==> src/rtl/axi_mem_initiator_if.sv <==
// AXI4 bus bundle between the memory initiator (master) and a memory slave.
// Signal names keep the initiator-side _o/_i direction suffixes.
interface axi_mem_initiator_if #(
  parameter int unsigned IdWidth   = 4,
  parameter int unsigned AddrWidth = 64,
  parameter int unsigned DataWidth = 64,
  parameter int unsigned UserWidth = 1
);
  localparam int unsigned StrbWidth = DataWidth / 8;

  logic [IdWidth-1:0]   aw_id_o;
  logic [AddrWidth-1:0] aw_addr_o;
  logic [7:0]           aw_len_o;
  logic [2:0]           aw_size_o;
  logic [1:0]           aw_burst_o;
  logic                 aw_lock_o;
  logic [3:0]           aw_cache_o;
  logic [2:0]           aw_prot_o;
  logic [3:0]           aw_qos_o;
  logic [3:0]           aw_region_o;
  logic [5:0]           aw_atop_o;
  logic [UserWidth-1:0] aw_user_o;
  logic                 aw_valid_o;
  logic                 aw_ready_i;

  logic [DataWidth-1:0] w_data_o;
  logic [StrbWidth-1:0] w_strb_o;
  logic                 w_last_o;
  logic [UserWidth-1:0] w_user_o;
  logic                 w_valid_o;
  logic                 w_ready_i;

  logic [IdWidth-1:0]   b_id_i;
  logic [1:0]           b_resp_i;
  logic [UserWidth-1:0] b_user_i;
  logic                 b_valid_i;
  logic                 b_ready_o;

  logic [IdWidth-1:0]   ar_id_o;
  logic [AddrWidth-1:0] ar_addr_o;
  logic [7:0]           ar_len_o;
  logic [2:0]           ar_size_o;
  logic [1:0]           ar_burst_o;
  logic                 ar_lock_o;
  logic [3:0]           ar_cache_o;
  logic [2:0]           ar_prot_o;
  logic [3:0]           ar_qos_o;
  logic [3:0]           ar_region_o;
  logic [UserWidth-1:0] ar_user_o;
  logic                 ar_valid_o;
  logic                 ar_ready_i;

  logic [IdWidth-1:0]   r_id_i;
  logic [DataWidth-1:0] r_data_i;
  logic [1:0]           r_resp_i;
  logic                 r_last_i;
  logic [UserWidth-1:0] r_user_i;
  logic                 r_valid_i;
  logic                 r_ready_o;

  modport master (
    output aw_id_o, aw_addr_o, aw_len_o, aw_size_o, aw_burst_o, aw_lock_o, aw_cache_o,
           aw_prot_o, aw_qos_o, aw_region_o, aw_atop_o, aw_user_o, aw_valid_o,
    input  aw_ready_i,
    output w_data_o, w_strb_o, w_last_o, w_user_o, w_valid_o,
    input  w_ready_i,
    input  b_id_i, b_resp_i, b_user_i, b_valid_i,
    output b_ready_o,
    output ar_id_o, ar_addr_o, ar_len_o, ar_size_o, ar_burst_o, ar_lock_o, ar_cache_o,
           ar_prot_o, ar_qos_o, ar_region_o, ar_user_o, ar_valid_o,
    input  ar_ready_i,
    input  r_id_i, r_data_i, r_resp_i, r_last_i, r_user_i, r_valid_i,
    output r_ready_o
  );

  modport slave (
    input  aw_id_o, aw_addr_o, aw_len_o, aw_size_o, aw_burst_o, aw_lock_o, aw_cache_o,
           aw_prot_o, aw_qos_o, aw_region_o, aw_atop_o, aw_user_o, aw_valid_o,
    output aw_ready_i,
    input  w_data_o, w_strb_o, w_last_o, w_user_o, w_valid_o,
    output w_ready_i,
    output b_id_i, b_resp_i, b_user_i, b_valid_i,
    input  b_ready_o,
    input  ar_id_o, ar_addr_o, ar_len_o, ar_size_o, ar_burst_o, ar_lock_o, ar_cache_o,
           ar_prot_o, ar_qos_o, ar_region_o, ar_user_o, ar_valid_o,
    output ar_ready_i,
    output r_id_i, r_data_i, r_resp_i, r_last_i, r_user_i, r_valid_i,
    input  r_ready_o
  );
endinterface

==> src/rtl/axi_mem_initiator.sv <==
// Single-outstanding AXI4 burst initiator: turns one command into an AR/R or AW/W/B
// sequence, streaming data straight through with no buffering.
module axi_mem_initiator #(
  parameter int unsigned AxiIdWidth   = 4,
  parameter int unsigned AxiAddrWidth = 64,
  parameter int unsigned AxiDataWidth = 64,
  parameter int unsigned AxiUserWidth = 1,
  parameter int unsigned TxnId        = 0
) (
  input  logic                      clk_i,
  input  logic                      rst_ni,
  input  logic                      cmd_valid_i,
  output logic                      cmd_ready_o,
  input  logic                      cmd_write_i,
  input  logic [AxiAddrWidth-1:0]   cmd_addr_i,
  input  logic [7:0]                cmd_len_i,
  input  logic [AxiDataWidth-1:0]   wdata_i,
  input  logic [AxiDataWidth/8-1:0] wstrb_i,
  input  logic                      wdata_valid_i,
  output logic                      wdata_ready_o,
  output logic [AxiDataWidth-1:0]   rdata_o,
  output logic                      rdata_last_o,
  output logic                      rdata_valid_o,
  input  logic                      rdata_ready_i,
  output logic                      done_o,
  output logic                      err_o,
  output logic [2:0]                state_o,
  axi_mem_initiator_if.master       axi
);
  // Handshake rule on every channel: a beat transfers on the rising edge where
  // valid && ready; a raised valid stays up with stable payload until that edge.
  typedef enum logic [2:0] {
    ST_IDLE = 3'd0, ST_AR = 3'd1, ST_R = 3'd2, ST_AW = 3'd3, ST_W = 3'd4, ST_B = 3'd5
  } state_e;

  localparam int unsigned           StrbWidth = AxiDataWidth / 8;
  localparam logic [2:0]            BeatSize  = 3'($clog2(StrbWidth));
  localparam logic [1:0]            BurstIncr = 2'b01;
  localparam logic [1:0]            RespOkay  = 2'b00;
  localparam logic [AxiIdWidth-1:0] IdExp     = AxiIdWidth'(TxnId);

  state_e                  state_q;
  logic [AxiAddrWidth-1:0] addr_q;
  logic [7:0]              len_q;
  logic [7:0]              cnt_q;
  logic                    err_acc_q;
  logic                    err_q;
  logic                    done_q;

  logic [31:0] burst_end;
  logic        crosses_4k;
  logic        cmd_fire, r_fire, w_fire;
  logic        r_err_d, b_err_d;

  // Byte offset within the 4 KB page just past the final beat.
  assign burst_end  = {20'd0, cmd_addr_i[11:0]}
                    + ((32'(cmd_len_i) + 32'd1) << $clog2(StrbWidth));
  assign crosses_4k = burst_end > 32'd4096;

  assign cmd_ready_o = rst_ni && (state_q == ST_IDLE);
  assign cmd_fire    = cmd_valid_i && cmd_ready_o;
  assign r_fire      = (state_q == ST_R) && axi.r_valid_i && rdata_ready_i;
  assign w_fire      = (state_q == ST_W) && wdata_valid_i && axi.w_ready_i;

  assign r_err_d = (axi.r_resp_i != RespOkay) || (axi.r_id_i != IdExp)
                || (axi.r_last_i && (cnt_q != len_q))
                || (!axi.r_last_i && (cnt_q == len_q));
  assign b_err_d = (axi.b_resp_i != RespOkay) || (axi.b_id_i != IdExp);

  always_ff @(posedge clk_i or negedge rst_ni) begin
    if (!rst_ni) begin
      state_q   <= ST_IDLE;
      addr_q    <= '0;
      len_q     <= '0;
      cnt_q     <= '0;
      err_acc_q <= 1'b0;
      err_q     <= 1'b0;
      done_q    <= 1'b0;
    end else begin
      done_q <= 1'b0;
      case (state_q)
        ST_IDLE: begin
          if (cmd_fire) begin
            addr_q    <= cmd_addr_i;
            len_q     <= cmd_len_i;
            cnt_q     <= '0;
            err_acc_q <= 1'b0;
            if (crosses_4k) begin
              done_q <= 1'b1;
              err_q  <= 1'b1;
            end else begin
              err_q   <= 1'b0;
              state_q <= cmd_write_i ? ST_AW : ST_AR;
            end
          end
        end
        ST_AR: begin
          if (axi.ar_ready_i) begin
            state_q <= ST_R;
            cnt_q   <= '0;
          end
        end
        ST_R: begin
          // The burst ends on the slave's last beat; the counter saturates so an
          // overlong burst cannot alias back onto len.
          if (r_fire) begin
            if (cnt_q != 8'hFF) cnt_q <= cnt_q + 8'd1;
            if (r_err_d) err_acc_q <= 1'b1;
            if (axi.r_last_i) begin
              state_q <= ST_IDLE;
              cnt_q   <= '0;
              done_q  <= 1'b1;
              err_q   <= err_acc_q || r_err_d;
            end
          end
        end
        ST_AW: begin
          if (axi.aw_ready_i) begin
            state_q <= ST_W;
            cnt_q   <= '0;
          end
        end
        ST_W: begin
          if (w_fire) begin
            if (cnt_q == len_q) begin
              state_q <= ST_B;
              cnt_q   <= '0;
            end else begin
              cnt_q <= cnt_q + 8'd1;
            end
          end
        end
        ST_B: begin
          if (axi.b_valid_i) begin
            state_q <= ST_IDLE;
            done_q  <= 1'b1;
            err_q   <= err_acc_q || b_err_d;
          end
        end
        default: state_q <= ST_IDLE;
      endcase
    end
  end

  assign state_o = state_q;
  assign done_o  = done_q;
  assign err_o   = err_q;

  assign axi.ar_id_o     = IdExp;
  assign axi.ar_addr_o   = addr_q;
  assign axi.ar_len_o    = len_q;
  assign axi.ar_size_o   = BeatSize;
  assign axi.ar_burst_o  = BurstIncr;
  assign axi.ar_lock_o   = 1'b0;
  assign axi.ar_cache_o  = 4'b0010;
  assign axi.ar_prot_o   = 3'b000;
  assign axi.ar_qos_o    = 4'd0;
  assign axi.ar_region_o = 4'd0;
  assign axi.ar_user_o   = '0;
  assign axi.ar_valid_o  = (state_q == ST_AR);

  assign axi.r_ready_o = (state_q == ST_R) && rdata_ready_i;
  assign rdata_valid_o = (state_q == ST_R) && axi.r_valid_i;
  assign rdata_o       = axi.r_data_i;
  assign rdata_last_o  = (state_q == ST_R) && (cnt_q == len_q);

  assign axi.aw_id_o     = IdExp;
  assign axi.aw_addr_o   = addr_q;
  assign axi.aw_len_o    = len_q;
  assign axi.aw_size_o   = BeatSize;
  assign axi.aw_burst_o  = BurstIncr;
  assign axi.aw_lock_o   = 1'b0;
  assign axi.aw_cache_o  = 4'b0010;
  assign axi.aw_prot_o   = 3'b000;
  assign axi.aw_qos_o    = 4'd0;
  assign axi.aw_region_o = 4'd0;
  assign axi.aw_atop_o   = 6'd0;
  assign axi.aw_user_o   = '0;
  assign axi.aw_valid_o  = (state_q == ST_AW);

  assign axi.w_valid_o = (state_q == ST_W) && wdata_valid_i;
  assign wdata_ready_o = (state_q == ST_W) && axi.w_ready_i;
  assign axi.w_data_o  = wdata_i;
  assign axi.w_strb_o  = wstrb_i;
  assign axi.w_last_o  = (state_q == ST_W) && (cnt_q == len_q);
  assign axi.w_user_o  = '0;

  assign axi.b_ready_o = (state_q == ST_B);

  logic unused_user;
  assign unused_user = ^{axi.b_user_i, axi.r_user_i};
endmodule

==> src/flat_wrapper.sv <==
// flat-port wrapper written by rule: the top's interface ports become plain ports
module axi_mem_initiator_flat 
#(
  parameter int unsigned AxiIdWidth   = 4,
  parameter int unsigned AxiAddrWidth = 64,
  parameter int unsigned AxiDataWidth = 64,
  parameter int unsigned AxiUserWidth = 1,
  parameter int unsigned TxnId        = 0
)
  (clk_i, rst_ni, cmd_valid_i, cmd_ready_o, cmd_write_i, cmd_addr_i, cmd_len_i, wdata_i, wstrb_i, wdata_valid_i, wdata_ready_o, rdata_o, rdata_last_o, rdata_valid_o, rdata_ready_i, done_o, err_o, state_o, axi_aw_id_o, axi_aw_addr_o, axi_aw_len_o, axi_aw_size_o, axi_aw_burst_o, axi_aw_lock_o, axi_aw_cache_o, axi_aw_prot_o, axi_aw_qos_o, axi_aw_region_o, axi_aw_atop_o, axi_aw_user_o, axi_aw_valid_o, axi_aw_ready_i, axi_w_data_o, axi_w_strb_o, axi_w_last_o, axi_w_user_o, axi_w_valid_o, axi_w_ready_i, axi_b_id_i, axi_b_resp_i, axi_b_user_i, axi_b_valid_i, axi_b_ready_o, axi_ar_id_o, axi_ar_addr_o, axi_ar_len_o, axi_ar_size_o, axi_ar_burst_o, axi_ar_lock_o, axi_ar_cache_o, axi_ar_prot_o, axi_ar_qos_o, axi_ar_region_o, axi_ar_user_o, axi_ar_valid_o, axi_ar_ready_i, axi_r_id_i, axi_r_data_i, axi_r_resp_i, axi_r_last_i, axi_r_user_i, axi_r_valid_i, axi_r_ready_o);
  axi_mem_initiator_if #(.IdWidth((4)), .AddrWidth((64)), .DataWidth((64)), .UserWidth((1))) axi_i ();
  input  logic clk_i;
  input  logic rst_ni;
  input  logic cmd_valid_i;
  output logic cmd_ready_o;
  input  logic cmd_write_i;
  input  logic [AxiAddrWidth-1:0] cmd_addr_i;
  input  logic [7:0] cmd_len_i;
  input  logic [AxiDataWidth-1:0] wdata_i;
  input  logic [AxiDataWidth/8-1:0] wstrb_i;
  input  logic wdata_valid_i;
  output logic wdata_ready_o;
  output logic [AxiDataWidth-1:0] rdata_o;
  output logic rdata_last_o;
  output logic rdata_valid_o;
  input  logic rdata_ready_i;
  output logic done_o;
  output logic err_o;
  output logic [2:0] state_o;
  output wire logic [$bits(axi_i.aw_id_o)-1:0] axi_aw_id_o;
  output wire logic [$bits(axi_i.aw_addr_o)-1:0] axi_aw_addr_o;
  output wire logic [$bits(axi_i.aw_len_o)-1:0] axi_aw_len_o;
  output wire logic [$bits(axi_i.aw_size_o)-1:0] axi_aw_size_o;
  output wire logic [$bits(axi_i.aw_burst_o)-1:0] axi_aw_burst_o;
  output wire logic [$bits(axi_i.aw_lock_o)-1:0] axi_aw_lock_o;
  output wire logic [$bits(axi_i.aw_cache_o)-1:0] axi_aw_cache_o;
  output wire logic [$bits(axi_i.aw_prot_o)-1:0] axi_aw_prot_o;
  output wire logic [$bits(axi_i.aw_qos_o)-1:0] axi_aw_qos_o;
  output wire logic [$bits(axi_i.aw_region_o)-1:0] axi_aw_region_o;
  output wire logic [$bits(axi_i.aw_atop_o)-1:0] axi_aw_atop_o;
  output wire logic [$bits(axi_i.aw_user_o)-1:0] axi_aw_user_o;
  output wire logic [$bits(axi_i.aw_valid_o)-1:0] axi_aw_valid_o;
  input wire logic [$bits(axi_i.aw_ready_i)-1:0] axi_aw_ready_i;
  output wire logic [$bits(axi_i.w_data_o)-1:0] axi_w_data_o;
  output wire logic [$bits(axi_i.w_strb_o)-1:0] axi_w_strb_o;
  output wire logic [$bits(axi_i.w_last_o)-1:0] axi_w_last_o;
  output wire logic [$bits(axi_i.w_user_o)-1:0] axi_w_user_o;
  output wire logic [$bits(axi_i.w_valid_o)-1:0] axi_w_valid_o;
  input wire logic [$bits(axi_i.w_ready_i)-1:0] axi_w_ready_i;
  input wire logic [$bits(axi_i.b_id_i)-1:0] axi_b_id_i;
  input wire logic [$bits(axi_i.b_resp_i)-1:0] axi_b_resp_i;
  input wire logic [$bits(axi_i.b_user_i)-1:0] axi_b_user_i;
  input wire logic [$bits(axi_i.b_valid_i)-1:0] axi_b_valid_i;
  output wire logic [$bits(axi_i.b_ready_o)-1:0] axi_b_ready_o;
  output wire logic [$bits(axi_i.ar_id_o)-1:0] axi_ar_id_o;
  output wire logic [$bits(axi_i.ar_addr_o)-1:0] axi_ar_addr_o;
  output wire logic [$bits(axi_i.ar_len_o)-1:0] axi_ar_len_o;
  output wire logic [$bits(axi_i.ar_size_o)-1:0] axi_ar_size_o;
  output wire logic [$bits(axi_i.ar_burst_o)-1:0] axi_ar_burst_o;
  output wire logic [$bits(axi_i.ar_lock_o)-1:0] axi_ar_lock_o;
  output wire logic [$bits(axi_i.ar_cache_o)-1:0] axi_ar_cache_o;
  output wire logic [$bits(axi_i.ar_prot_o)-1:0] axi_ar_prot_o;
  output wire logic [$bits(axi_i.ar_qos_o)-1:0] axi_ar_qos_o;
  output wire logic [$bits(axi_i.ar_region_o)-1:0] axi_ar_region_o;
  output wire logic [$bits(axi_i.ar_user_o)-1:0] axi_ar_user_o;
  output wire logic [$bits(axi_i.ar_valid_o)-1:0] axi_ar_valid_o;
  input wire logic [$bits(axi_i.ar_ready_i)-1:0] axi_ar_ready_i;
  input wire logic [$bits(axi_i.r_id_i)-1:0] axi_r_id_i;
  input wire logic [$bits(axi_i.r_data_i)-1:0] axi_r_data_i;
  input wire logic [$bits(axi_i.r_resp_i)-1:0] axi_r_resp_i;
  input wire logic [$bits(axi_i.r_last_i)-1:0] axi_r_last_i;
  input wire logic [$bits(axi_i.r_user_i)-1:0] axi_r_user_i;
  input wire logic [$bits(axi_i.r_valid_i)-1:0] axi_r_valid_i;
  output wire logic [$bits(axi_i.r_ready_o)-1:0] axi_r_ready_o;
  assign axi_aw_id_o = axi_i.aw_id_o;
  assign axi_aw_addr_o = axi_i.aw_addr_o;
  assign axi_aw_len_o = axi_i.aw_len_o;
  assign axi_aw_size_o = axi_i.aw_size_o;
  assign axi_aw_burst_o = axi_i.aw_burst_o;
  assign axi_aw_lock_o = axi_i.aw_lock_o;
  assign axi_aw_cache_o = axi_i.aw_cache_o;
  assign axi_aw_prot_o = axi_i.aw_prot_o;
  assign axi_aw_qos_o = axi_i.aw_qos_o;
  assign axi_aw_region_o = axi_i.aw_region_o;
  assign axi_aw_atop_o = axi_i.aw_atop_o;
  assign axi_aw_user_o = axi_i.aw_user_o;
  assign axi_aw_valid_o = axi_i.aw_valid_o;
  assign axi_i.aw_ready_i = axi_aw_ready_i;
  assign axi_w_data_o = axi_i.w_data_o;
  assign axi_w_strb_o = axi_i.w_strb_o;
  assign axi_w_last_o = axi_i.w_last_o;
  assign axi_w_user_o = axi_i.w_user_o;
  assign axi_w_valid_o = axi_i.w_valid_o;
  assign axi_i.w_ready_i = axi_w_ready_i;
  assign axi_i.b_id_i = axi_b_id_i;
  assign axi_i.b_resp_i = axi_b_resp_i;
  assign axi_i.b_user_i = axi_b_user_i;
  assign axi_i.b_valid_i = axi_b_valid_i;
  assign axi_b_ready_o = axi_i.b_ready_o;
  assign axi_ar_id_o = axi_i.ar_id_o;
  assign axi_ar_addr_o = axi_i.ar_addr_o;
  assign axi_ar_len_o = axi_i.ar_len_o;
  assign axi_ar_size_o = axi_i.ar_size_o;
  assign axi_ar_burst_o = axi_i.ar_burst_o;
  assign axi_ar_lock_o = axi_i.ar_lock_o;
  assign axi_ar_cache_o = axi_i.ar_cache_o;
  assign axi_ar_prot_o = axi_i.ar_prot_o;
  assign axi_ar_qos_o = axi_i.ar_qos_o;
  assign axi_ar_region_o = axi_i.ar_region_o;
  assign axi_ar_user_o = axi_i.ar_user_o;
  assign axi_ar_valid_o = axi_i.ar_valid_o;
  assign axi_i.ar_ready_i = axi_ar_ready_i;
  assign axi_i.r_id_i = axi_r_id_i;
  assign axi_i.r_data_i = axi_r_data_i;
  assign axi_i.r_resp_i = axi_r_resp_i;
  assign axi_i.r_last_i = axi_r_last_i;
  assign axi_i.r_user_i = axi_r_user_i;
  assign axi_i.r_valid_i = axi_r_valid_i;
  assign axi_r_ready_o = axi_i.r_ready_o;
  axi_mem_initiator #(.AxiIdWidth(AxiIdWidth), .AxiAddrWidth(AxiAddrWidth), .AxiDataWidth(AxiDataWidth), .AxiUserWidth(AxiUserWidth), .TxnId(TxnId)) u_core (.clk_i(clk_i), .rst_ni(rst_ni), .cmd_valid_i(cmd_valid_i), .cmd_ready_o(cmd_ready_o), .cmd_write_i(cmd_write_i), .cmd_addr_i(cmd_addr_i), .cmd_len_i(cmd_len_i), .wdata_i(wdata_i), .wstrb_i(wstrb_i), .wdata_valid_i(wdata_valid_i), .wdata_ready_o(wdata_ready_o), .rdata_o(rdata_o), .rdata_last_o(rdata_last_o), .rdata_valid_o(rdata_valid_o), .rdata_ready_i(rdata_ready_i), .done_o(done_o), .err_o(err_o), .state_o(state_o), .axi(axi_i));
endmodule
==> config.mk <==
export PLATFORM = sky130hd
export DESIGN_NAME = axi_mem_initiator_flat
export DESIGN_NICKNAME = d
export VERILOG_FILES = /design/src/rtl/axi_mem_initiator_if.sv /design/src/rtl/axi_mem_initiator.sv /design/src/flat_wrapper.sv
export SDC_FILE = /design/constraint.sdc
export NUM_CORES = 1
export LEC_CHECK = 0
export ABC_AREA = 1
export CAP_MARGIN = 40
export CELL_PAD_IN_SITES_DETAIL_PLACEMENT = 0
export CELL_PAD_IN_SITES_GLOBAL_PLACEMENT = 1
export CORE_AREA = 5 5 227 229
export CTS_BUF_LIST = sky130_fd_sc_hd__clkbuf_4
export DETAILED_ROUTE_END_ITERATION = 7
export DIE_AREA = 0 0 232 234
export PLACE_DENSITY_LB_ADDON = 0.12
export SYNTH_ARGS = -nofsm -noshare
export SYNTH_HDL_FRONTEND = slang
export SYNTH_SLANG_ARGS = --single-unit
export TNS_END_PERCENT = 5
==> constraint.sdc <==
create_clock -name clk_i -period 1.9 [get_ports clk_i]
set_input_delay 0.285 -clock clk_i [delete_from_list [all_inputs] [get_ports clk_i]]
set_output_delay 0.285 -clock clk_i [all_outputs]
set_load 0.03 [all_outputs]
==> results_dict.tcl, run 1 <==
set metrics [dict create \
    crit_type "reg -> out" \
    yosys.area_share.adder_pct 2.46 \
    top_layer "met5" \
    ant_nets 0 \
    ys_seq_elements 86 \
    worst_slack_ns -0.238 \
    place_ws_ns -1.20 \
    syn_inst 856 \
    grt_max_degree 87 \
    met3_length_um 2940 \
    synth-xor-area-share_pct 0.955 \
    synth.area.mux_share_pct 0 \
    grt_pass1_vias 5322 \
    ys.flop_type "dfrtp_1" \
    firstDrtPassIters 4 \
    cts_tree "yes" \
    synth_edf_count 0 \
    overflow 0 \
    grt_pass1_wl_um 37200 \
    fin_area_sq_mm 0.00906 \
    drc_errors 0 \
    yosysSeqAreaShare_pct 33.5 \
    cp-end-kind "output port" \
    synthToLayoutAreaGrowth_pct 41.1 \
    dr_wl_met2_um 12100 \
    crit_path_max_fanout 2 \
    final-hold-violation-count 0 \
    drive_above_1_share_pct 20.9 \
    worst_slew_pin_slew_ns 0.570 \
    setup_viol 11 \
    die_area_sq_mm 0.0543 \
    power_density_mw_per_mm2 1480 \
    start_util_pct 13.0 \
    clk_latency_ns 0.54 \
    routed_wirelength_um 27100 \
    root_buffer "clkbuf_4" \
    reg2reg_depth 11 \
    cts_buffers 9 \
    whs_path_depth 3 \
    rsz0062_at_grt "yes" \
    num_rows 82 \
    min_period_over_period_pct 113 \
    synth_top_family_by_area "buffers and inverters" \
    htree_num_levels 3 \
    finalPower_mw 13.4 \
    core-area_sq_mm 0.0495 \
    maxSlewHeadroom_pct 62.0 \
    cp.arrival_ns 1.85 \
    wl_met1_um 11100 \
    skew_ns 0.0193 \
    wire_per_inst_um 16.2 \
    die_w_um 232 \
    gp_congestion 0.723 \
    track_usage_pct 9.42 \
    clkSlewWorstSetupHoldPaths_ns 0.16 \
    cts.sinks 86 \
    outcome "complete, but fails checks" \
    die_y_um 234 \
    clockBufferDepth 2 \
    tns_ns -1.02 \
    synth-simple-area-share_pct 23.9 \
    worstPathRequired_ns 1.62 \
    dp_hpwl_um 22200 \
    placed_area_sq_mm 0.00870 \
    fmax_ghz 0.468 \
    p_leak_nw 4.58 \
    hold_class "in -> reg" \
    syn-cell-area_sq_mm 0.00642 \
    portBuffers 254 \
    cap_viol_max_count 0 \
    drtIter0Drc 301 \
    synth_compound_area_share_pct 3.45 \
    cp-start-kind "register" \
    layout.nets 1236 \
    synth-warning-count 0 \
    via_count 5354 \
    peakVddDrop_mv 0.362 \
    min_period_ns 2.14 \
    synth_area_per_cell_sq_um 7.50 \
    violations "negative setup slack" \
    slew_violations 0 \
    antenna_found_initial 7 \
    yosysUniqueCellTypes 39 \
    ff2ff_setup_slack_ns 0.04 \
    io_pins 588 \
    viasPerCell 3.21 \
    synth-async-reset-ratio_pct 100 \
]
-- metrics by stage --
stage | util [%] | hold WS (ns) | cells
after floorplan | - | -0.0106 | 913
after global placement | 17.6 | 0.499 | 1633
after detailed placement | 17.6 | 0.501 | 1633
after CTS | 18.2 | 0.0352 | 1662
after global routing | 18.3 | 0.0780 | 1668
final | 18.3 | 0.131 | 1670
-- per-layer routing --
metal	global-route usage [%]	vias to the layer above
li1	-	2558
met1	11.1	2405
met2	14.5	306
met3	4.47	75
met4	4.12	10
met5	1.96	-
-- critical path, stage by stage (launching register included) --
cell and delay (ns):
dfrtp_2 0.45, xnor2_1 0.15, nand2_1 0.13, nor2_2 0.15, nand2_2 0.08, buf_6 0.13
nor2_4 0.09, buf_12 0.13
-- state kept, by name, summed over array words and instances, names as in the netlist --
signal                count
u_core.err_o              1
u_core.cnt_q              8
u_core.axi.ar_addr_o     64
u_core.state_o            3
u_core.axi.ar_len_o       8
u_core.err_acc_q          1
u_core.done_o             1
-- cells in the final DEF, fill, tap and decap left out, types with 11 or more instances in the layout --
| master | instances |
|---|---|
| nor2_1 | 23 |
| nand2_1 | 274 |
| buf_12 | 13 |
| buf_4 | 88 |
| nand3_1 | 20 |
| conb_1 | 59 |
| dlygate4sd2_1 | 136 |
| clkdlybuf4s50_1 | 87 |
| nor2_4 | 11 |
| o21ai_0 | 13 |
| inv_1 | 46 |
| dfrtp_1 | 80 |
| nand2_2 | 15 |
-- cell type report --
class,count,area [sq um]
timing repair buffer,349,3230
antenna,3,7.51
fill,5711,40400
tap,672,841
multi-input combinational,489,2440
clock inverter,6,92.6
clock buffer,10,75.1
inverter,55,214
sequential,86,2160
-- power by group --
part	leakage [nW]	switching [mW]	internal, mW
Combinational	3.42	5.71	2.99
Sequential	1.08	0.767	2.61
Clock	0.0836	0.822	0.556
Total	4.58	7.30	6.15
-- path summary, 6_finish.rpt --
kind,from,endpoint
hold reg to reg,u_core.axi.ar_addr_o[28],u_core.axi.ar_addr_o[28]
max in group asynchronous,rst_ni,u_core.cnt_q[3]
setup / recovery,u_core.cnt_q[3],rdata_last_o
min in group asynchronous,rst_ni,u_core.axi.ar_addr_o[46]
hold / removal,cmd_addr_i[3],u_core.axi.ar_addr_o[3]
setup reg to reg,u_core.cnt_q[3],u_core.state_o[1]
-- cell families after synthesis --
kind of cell               Yosys count
DFF                                 86
and+or+nand+nor                    375
AOI/OAI and AO/OA                   36
buffers and inverters              338
xor gates and xnor gates             7
other                                2
adders and majority gates           12
-- timing repair --
action / CTS / global route
gates resized for setup: 239 / 17
pin swaps: 16 / 8
setup endpoints to repair: 163 / 25
hold buffers: 1 / 0
setup buffers: 12 / 5
hold endpoints to repair: 86 / 0
-- synthesized netlist by cell type (2+ instances only) --
| cell | count | area [sq um] |
|---|---|---|
| or2_2 | 2 | 12.5 |
| inv_1 | 53 | 199 |
| a21oi_1 | 13 | 65.1 |
| dfrtp_1 | 86 | 2150 |
| xor2_1 | 4 | 35.0 |
| nand4_1 | 4 | 25.0 |
| clkbuf_1 | 11 | 41.3 |
| nor3_1 | 8 | 40.0 |
| ha_1 | 11 | 138 |
| buf_4 | 267 | 2000 |
| o21ai_0 | 13 | 65.1 |
| buf_1 | 3 | 11.3 |
| nand3b_1 | 2 | 15.0 |
| conb_1 | 2 | 7.51 |
| nand3_1 | 23 | 115 |
| o21ai_1 | 2 | 10.0 |
| nor2_4 | 2 | 22.5 |
| nor2_1 | 38 | 143 |
| nand2_4 | 2 | 22.5 |
| xnor2_1 | 3 | 26.3 |
| nand2_1 | 289 | 1080 |
No activity file was read; power rests on OpenSTA's default activity.
==> inputs of run 2 (changes only) <==
- CORE_AREA: 5 5 227 229 -> 5 5 223 225
- DIE_AREA: 0 0 232 234 -> 0 0 228 230
- clock period: 1.9 -> 2.65 ns (I/O delays scaled with it)
==> results_dict.tcl, run 2 (synthesis results as in run 1) <==
set metrics [dict create \
    outcome "complete, no violations" \
    drive_above_1_share_pct 8.62 \
    htree_num_levels 3 \
    io_pins 588 \
    die_w_um 228 \
    root_buffer "clkbuf_4" \
    met3_length_um 2320 \
    core-area_sq_mm 0.0473 \
    antenna_found_initial 2 \
    slew_violations 0 \
    track_usage_pct 9.48 \
    ant_nets 0 \
    largest_reg_flops 64 \
    crit_type "in -> reg" \
    dr_wl_met2_um 11900 \
    cap_viol_max_count 0 \
    reg2reg_from "u_core.state_o[0]" \
    viasPerCell 3.25 \
    cp-start-kind "input port" \
    hold_end "u_core.axi.ar_len_o[1]" \
    drc_errors 0 \
    reg2reg_depth 12 \
    timing.rr.end "u_core.cnt_q[7]" \
    crit_path_max_fanout 3 \
    clkSlewWorstSetupHoldPaths_ns 0.15 \
    setup_viol 0 \
    wl_met1_um 10800 \
    gp_congestion 0.705 \
    crit_chain "clkdlybuf4s50_1, ha_2, nand2_1, inv_1, nand4_1, xor2_1, inv_1, ha_4, buf_4, nand2_1, nor2_1, nand3_1, nand2_1, nand2_1, nand2_1, nand3_2, nand3_2, nand2_2, nand2_1, nand2_1" \
    worst_slew_pin_slew_ns 0.545 \
    dp_hpwl_um 21000 \
    die_y_um 230 \
    slowest_stage "clkdlybuf4s50_1" \
    nFillCells 5400 \
    firstDrtPassIters 4 \
    min_period_over_period_pct 95.8 \
    grt_pass1_vias 5268 \
    layout.nets 1181 \
    cp_common_cell "nand2_1" \
    grt_max_degree 87 \
    rsz0062_at_grt "yes" \
    wire_per_inst_um 16.6 \
    whs_path_depth 3 \
    p_leak_nw 3.94 \
    grt_pass1_wl_um 37100 \
    fin_area_sq_mm 0.00838 \
    portBuffers 254 \
    finalPower_mw 9.54 \
    via_count 5065 \
    fmax_ghz 0.394 \
    final_cell_mix "nand2_1 (288), clkdlybuf4s50_1 (242), dfrtp_1 (86)" \
    drtIter0Drc 162 \
    placed_area_sq_mm 0.00820 \
    multi_input_area_sq_mm 0.00224 \
    worstPathRequired_ns 3.02 \
    cts_tree "yes" \
    ff2ff_setup_slack_ns 0.56 \
    num_rows 80 \
    die_area_sq_mm 0.0524 \
    overflow 0 \
    clk_latency_ns 0.47 \
    hold_class "in -> reg" \
    top_layer "met4" \
    skew_ns 0.0211 \
    peakVddDrop_mv 0.301 \
    cp-end-kind "register" \
    cts_buffers 9 \
    start_util_pct 13.6 \
    final_common_cell "nand2_1" \
    synthToLayoutAreaGrowth_pct 30.5 \
    maxSlewHeadroom_pct 63.7 \
    min_from "cmd_len_i[1]" \
    final-hold-violation-count 0 \
    power_density_mw_per_mm2 1140 \
    slowest_delay_ns 0.51 \
    cts.sinks 86 \
    min_period_ns 2.54 \
    tns_ns 0 \
    clockBufferDepth 2 \
    routed_wirelength_um 25900 \
    cp.arrival_ns 2.91 \
    register_area_sq_mm 0.00215 \
]
run 2: what timing repair did:
action                                 in CTS  in global routing
hold buffers                                1                  0
setup buffers                               0                  1
resized for setup                          10                 17
pin swaps                                   0                  5
endpoints found under the hold margin      21                  0
setup endpoints to repair                  10                  9
run 2: layer usage:
metal | up-vias | track usage [%]
li1 | 2453 | -
met4 | 0 | 3.82
met3 | 63 | 3.66
met2 | 271 | 15.0
met1 | 2278 | 11.6
met5 | - | 0
run 2: area by class of cell:
class / count / share of cell area [%]
Timing Repair Buffer: 294 / 34.4
Multi-Input combinational cell: 489 / 26.8
Sequential cell: 86 / 25.7
Tap cell: 615 / 9.19
Inverter: 55 / 2.49
Clock buffer: 12 / 1.08
Clock inverter: 4 / 0.284
Antenna cell: 2 / 0.0597
run 2: worst max-delay path by stage:
stage                        endpoint  slack, ns              startpoint
floorplan           u_core.state_o[0]       0.29            cmd_len_i[0]
global placement    u_core.state_o[0]      -0.67            cmd_len_i[1]
detailed placement  u_core.state_o[2]      -0.66            cmd_len_i[1]
CTS                      axi_w_last_o       0.01  u_core.axi.ar_len_o[2]
global route        u_core.state_o[0]      -0.06            cmd_len_i[2]
finish              u_core.state_o[2]       0.11            cmd_len_i[0]
run 2: worst max-delay path, delay by kind of cell:
kind / cells / cell delay, ns
buffers and inverters: 4 / 0.79
and+or+nand+nor: 13 / 1.08
adders and majority gates: 2 / 0.46
xor gates and xnor gates: 1 / 0.19
run 2: power by group:
| group | internal [mW] | switching, mW |
|---|---|---|
| Combinational | 2.49 | 3.85 |
| Clock | 0.221 | 0.524 |
| Sequential | 1.86 | 0.599 |
| Total | 4.57 | 4.97 |
run 2: through the flow:
step	worst slack (ns)	hold WS, ns	instances	utilization (%)
final	0.111	0.398	1557	17.7
after global routing	-0.0633	0.353	1556	17.7
after CTS	0.0117	0.335	1554	17.6
after detailed placement	-0.657	0.498	1537	17.3
after global placement	-0.669	0.492	1537	17.3
after floorplan	0.288	0.102	913	-
